===== src/rtl/mux_pkg.sv =====
// Shared definitions for the mux_nto1_scan channel selector: mode encodings
// and the select/dwell width helper.
package mux_pkg;

  localparam logic MODE_DIRECT = 1'b0;
  localparam logic MODE_SCAN   = 1'b1;

  // Bits needed to index `count` items, never less than one.
  function automatic int width_of(input int count);
    int w;
    w = 0;
    for (int i = 0; i < 31; i++) begin
      if ((1 << i) < count) begin
        w = i + 1;
      end
    end
    return (w < 1) ? 1 : w;
  endfunction

endpackage


===== src/rtl/mux_scan_ctr.sv =====
// Scan sequencer for mux_nto1_scan: dwell counter plus channel counter that
// walks channels 0..N-1, spending DWELL enabled cycles on each.
module mux_scan_ctr
  import mux_pkg::*;
#(
  parameter int N     = 4,
  parameter int DWELL = 1,
  localparam int SW   = width_of(N),
  localparam int DW   = width_of(DWELL)
) (
  input  logic          clk,
  input  logic          rst_n,
  input  logic          en,
  input  logic          clr,
  output logic [SW-1:0] scan_ch,
  output logic          adv_wrap
);

  logic [SW-1:0] scan_ch_q, scan_ch_d;
  logic [DW-1:0] dwell_q,   dwell_d;
  logic          wrap_pend_q, wrap_pend_d;

  // wrap_pend marks that scan_ch has just come round from N-1 to 0 and that
  // channel 0 has not been emitted yet; the top uses it to time the wrap pulse.
  always_comb begin
    scan_ch_d   = scan_ch_q;
    dwell_d     = dwell_q;
    wrap_pend_d = wrap_pend_q;
    if (en) begin
      if (clr) begin
        scan_ch_d   = '0;
        dwell_d     = '0;
        wrap_pend_d = 1'b0;
      end else if (dwell_q == DW'(DWELL - 1)) begin
        dwell_d     = '0;
        wrap_pend_d = (scan_ch_q == SW'(N - 1));
        scan_ch_d   = (scan_ch_q == SW'(N - 1)) ? '0 : scan_ch_q + SW'(1);
      end else begin
        dwell_d     = dwell_q + DW'(1);
        wrap_pend_d = 1'b0;
      end
    end
  end

  always_ff @(posedge clk or negedge rst_n) begin
    if (!rst_n) begin
      scan_ch_q   <= '0;
      dwell_q     <= '0;
      wrap_pend_q <= 1'b0;
    end else begin
      scan_ch_q   <= scan_ch_d;
      dwell_q     <= dwell_d;
      wrap_pend_q <= wrap_pend_d;
    end
  end

  assign scan_ch  = scan_ch_q;
  assign adv_wrap = wrap_pend_q;

endmodule


===== src/rtl/mux_nto1_scan.sv =====
// Registered N-to-1 mux of W-bit channels with direct and scan modes.
// Optional MUX_PARITY_EN adds dout_par, the XOR of the data loaded into dout.
module mux_nto1_scan
  import mux_pkg::*;
#(
  parameter int N     = 4,
  parameter int W     = 1,
  parameter int DWELL = 1,
  localparam int SW   = width_of(N),
  localparam int DW   = width_of(DWELL)
) (
  input  logic           clk,
  input  logic           rst_n,
  input  logic [N*W-1:0] din,
  input  logic [SW-1:0]  sel,
  input  logic           mode,
  input  logic           en,
  output logic [W-1:0]   dout,
  output logic [SW-1:0]  ch_out,
  output logic           valid,
`ifdef MUX_PARITY_EN
  output logic           dout_par,
`endif
  output logic           wrap
);

  logic [SW-1:0] scan_ch;
  logic          adv_wrap;
  logic          clr;

  assign clr = (mode == MODE_DIRECT);

  mux_scan_ctr #(
    .N     (N),
    .DWELL (DWELL)
  ) u_scan_ctr (
    .clk      (clk),
    .rst_n    (rst_n),
    .en       (en),
    .clr      (clr),
    .scan_ch  (scan_ch),
    .adv_wrap (adv_wrap)
  );

  logic [SW-1:0] sel_eff;
  logic [SW-1:0] src_ch;
  logic [W-1:0]  ch_data;

  logic [W-1:0]  dout_q,  dout_d;
  logic [SW-1:0] ch_q,    ch_d;
  logic          valid_q, valid_d;
  logic          wrap_q,  wrap_d;
  logic          par_q,   par_d;

  // Selects beyond the last channel fall back to channel N-1.
  always_comb begin
    sel_eff = (sel > SW'(N - 1)) ? SW'(N - 1) : sel;
    src_ch  = (mode == MODE_SCAN) ? scan_ch : sel_eff;
    ch_data = din[int'(src_ch) * W +: W];
  end

  always_comb begin
    dout_d  = dout_q;
    ch_d    = ch_q;
    par_d   = par_q;
    valid_d = 1'b0;
    wrap_d  = 1'b0;
    if (en) begin
      dout_d  = ch_data;
      ch_d    = src_ch;
      par_d   = ^ch_data;
      valid_d = 1'b1;
      wrap_d  = (mode == MODE_SCAN) && adv_wrap;
    end
  end

  always_ff @(posedge clk or negedge rst_n) begin
    if (!rst_n) begin
      dout_q  <= '0;
      ch_q    <= '0;
      valid_q <= 1'b0;
      wrap_q  <= 1'b0;
      par_q   <= 1'b0;
    end else begin
      dout_q  <= dout_d;
      ch_q    <= ch_d;
      valid_q <= valid_d;
      wrap_q  <= wrap_d;
      par_q   <= par_d;
    end
  end

  assign dout   = dout_q;
  assign ch_out = ch_q;
  assign valid  = valid_q;
  assign wrap   = wrap_q;
`ifdef MUX_PARITY_EN
  assign dout_par = par_q;
`else
  logic unused_par;
  assign unused_par = par_q;
`endif

endmodule


===== config.mk =====
export PLATFORM = sky130hd
export DESIGN_NAME = mux_nto1_scan
export DESIGN_NICKNAME = d
export VERILOG_FILES = /design/src/rtl/mux_pkg.sv /design/src/rtl/mux_scan_ctr.sv /design/src/rtl/mux_nto1_scan.sv
export SDC_FILE = /design/constraint.sdc
export NUM_CORES = 1
export LEC_CHECK = 0
export ABC_AREA = 0
export BUFFER_PORTS_ARGS = -buffer_cell sky130_fd_sc_hd__clkbuf_2
export CORE_MARGIN = 2
export CORE_UTILIZATION = 30
export DETAILED_ROUTE_END_ITERATION = 10
export GPL_TIMING_DRIVEN = 0
export HOLD_SLACK_MARGIN = 0.02
export PLACE_DENSITY = 0.52
export SYNTH_ARGS = -nofsm -noshare
export SYNTH_HDL_FRONTEND = slang
export SYNTH_SLANG_ARGS = --single-unit

===== constraint.sdc =====
create_clock -name clk -period 2.85 [get_ports clk]
set_input_delay 0.57 -clock clk [delete_from_list [all_inputs] [get_ports clk]]
set_output_delay 0.57 -clock clk [all_outputs]
set_load 0.01 [all_outputs]

==> reports/metrics.csv <==
metric;value;unit
cts_buffer_depth;2;
layout-drive-gt1-share;33.3;%
power;0.000271;W
multi_input_area;153;um2
antenna_left;0;
grt-ovfl-total;0;
crit_slowest_cell;dfrtp_1;
rsz0062_at_grt;false;
final_cell_mix;13 x clkbuf_2, 8 x dfrtp_1, 5 x nor2_1, 5 x inv_1;
cp-end-kind;output pin;
cts-hold-fix-buffers;0;
wl;739;um
rows;12;
cp.arrival;0.75;ns
wl_met1;380;um
diodes;0;
dieHeight;40.1;um
synth_cells;41;
via_per_inst;4.62;
dp_slack;1.50;ns
hold_viol;0;
cts_setup_buffers;0;
routed-via-count;328;
wl_per_cell;10.4;um
fin_nets;70;
wl_met3;44;um
initial_utilization;33.8;%
port_buffers;13;
rrSetupSlack;1.79;ns
min_path_type;primary input to asynchronous set/reset pin;
gp_routability_congestion;0.677;
grt_max_degree;11;
drc;0;
ys_seq_area_share;51.3;%
outcome;completed;
p_per_area;547;nW/um2
worstSetupPathType;flip-flop to output pin;
fin_crit;1.32;ns
cts-buffers-inserted;3;
core_area;1160;um2
nFillCells;129;
synth.distinct_cells;18;
worst_pin_slew;0.241;ns
setup_viol;0;
antenna_found_initial;0;
syn2layout_area_growth;26.9;%
tritoncts;yes;
grt_pass1_wl;1230;um
cts_root_buf;clkbuf_4;
clkTransAtPathRegs;0.05;ns
synth_area;390;um2
synth_warnings;0;
ir_worst_vdd;0.194;mV
finalClockSkew;0.000545;ns
mostFrequentLayoutCell;clkbuf_2;
max_stage_delay;0.37;ns
dr.pass1.iters;5;
worst_setup_path_start_kind;flip-flop;
synth.avg_cell_area;9.52;um2
fin_setup_tns;0;ns
post-route-util;42.9;%
seqCellArea;200;um2
slew_headroom;83.5;%
whs;0.158;ns
design.die.area;1610;um2
cp.required;2.28;ns
die_x;40.1;um
max_cap_viol_count;0;
clock_sinks;8;
slew_violations;0;
routed.top_layer;met3;
syn_nets;52;
hpwl;567;um
grt_usage;12.0;%
crit_chain;clkbuf_2;
final.setup.worst_slack;1.53;ns
clock.fmax;759;MHz
crit_buf_inv;1;
drt_iter0_drc;7;
io_pins;15;
ctsResizeCount;0;
path_delay_family;flip-flops;
wl_met2;314;um
ys_ff_latch;8;
insertion_delay;0.25;ns
period_share;46.2;%
critical_path.max_fanout;2;
htreeDepth;1;
leakage;0.262;nW
grt_pass1_vias;312;
[synth_stat cells]
library cell,n,area share (%)
a21oi_1,3,3.8
a22o_1,1,2.2
a31oi_1,1,1.6
and3_2,1,1.9
buf_4,1,1.9
buf_6,1,2.9
dfrtp_1,8,51
ha_1,1,3.2
inv_1,5,4.8
mux2i_1,1,2.6
nand2b_1,1,1.6
nand3_1,4,5.1
nor2_1,5,4.8
nor2b_1,1,1.6
nor3_1,1,1.3
o211a_1,1,2.6
o21ai_0,4,5.1
o22ai_1,1,1.6
[sequential cells by signal, indices dropped and copies added (netlist names)]
register / flops
wrap: 1
valid: 1
u_scan_ctr.scan_ch: 2
ch_out: 2
u_scan_ctr.adv_wrap: 1
dout: 1
[cell families after synthesis]
group	synth area share, %
AND/OR/NAND/NOR	16.3
multiplexers	2.56
flip-flops	51.3
adder cells (fa/ha/maj)	3.20
AO/OA/AOI/OAI	17.0
buffers and inverters	9.62
[layer usage]
layer  vias to the layer above  global-route usage, %
li1                        173                      -
met1                       142                   15.1
met2                        13                   16.5
met3                         0                   3.33
met4                         0                   10.3
met5                         -                      0
[cell type report]
| class | instances | share of cell area, % |
|---|---|---|
| flip-flops and latches | 8 | 40.4 |
| multi-input cells | 26 | 30.8 |
| repair buffers | 13 | 13.1 |
| clock buffers | 3 | 4.55 |
| plain buffers | 2 | 3.79 |
| inverters | 5 | 3.79 |
| well taps | 14 | 3.54 |
[report_power, final]
part | total [W] | leakage, nW | switching [W] | internal [W]
registers | 0.000135 | 0.0999 | 0.00000944 | 0.000125
clock network | 0.0000848 | 0.0138 | 0.0000367 | 0.0000481
logic | 0.0000512 | 0.148 | 0.0000266 | 0.0000245
[per-stage QoR]
step | instance area, um2 | std cells
after global routing | 495 | 71
after floorplan | 390 | 41
after CTS | 495 | 71
final | 495 | 71
after global placement | 473 | 68
after detailed placement | 473 | 68
[final timing paths]
kind,start,endpoint,cells after the start
setup / recovery,ch_out[0]$_DFFE_PN0P_,ch_out[0],1
hold / removal,rst_n,wrap$_DFF_PN0_,1
setup reg to reg,u_scan_ctr.scan_ch[0]$_DFFE_PN0P_,dout$_DFFE_PN0P_,3
hold reg to reg,ch_out[1]$_DFFE_PN0P_,ch_out[1]$_DFFE_PN0P_,2
max in group asynchronous,rst_n,ch_out[0]$_DFFE_PN0P_,1
min in group clk,en,valid$_DFF_PN0_,1
Power figures use the tool's default switching activity.
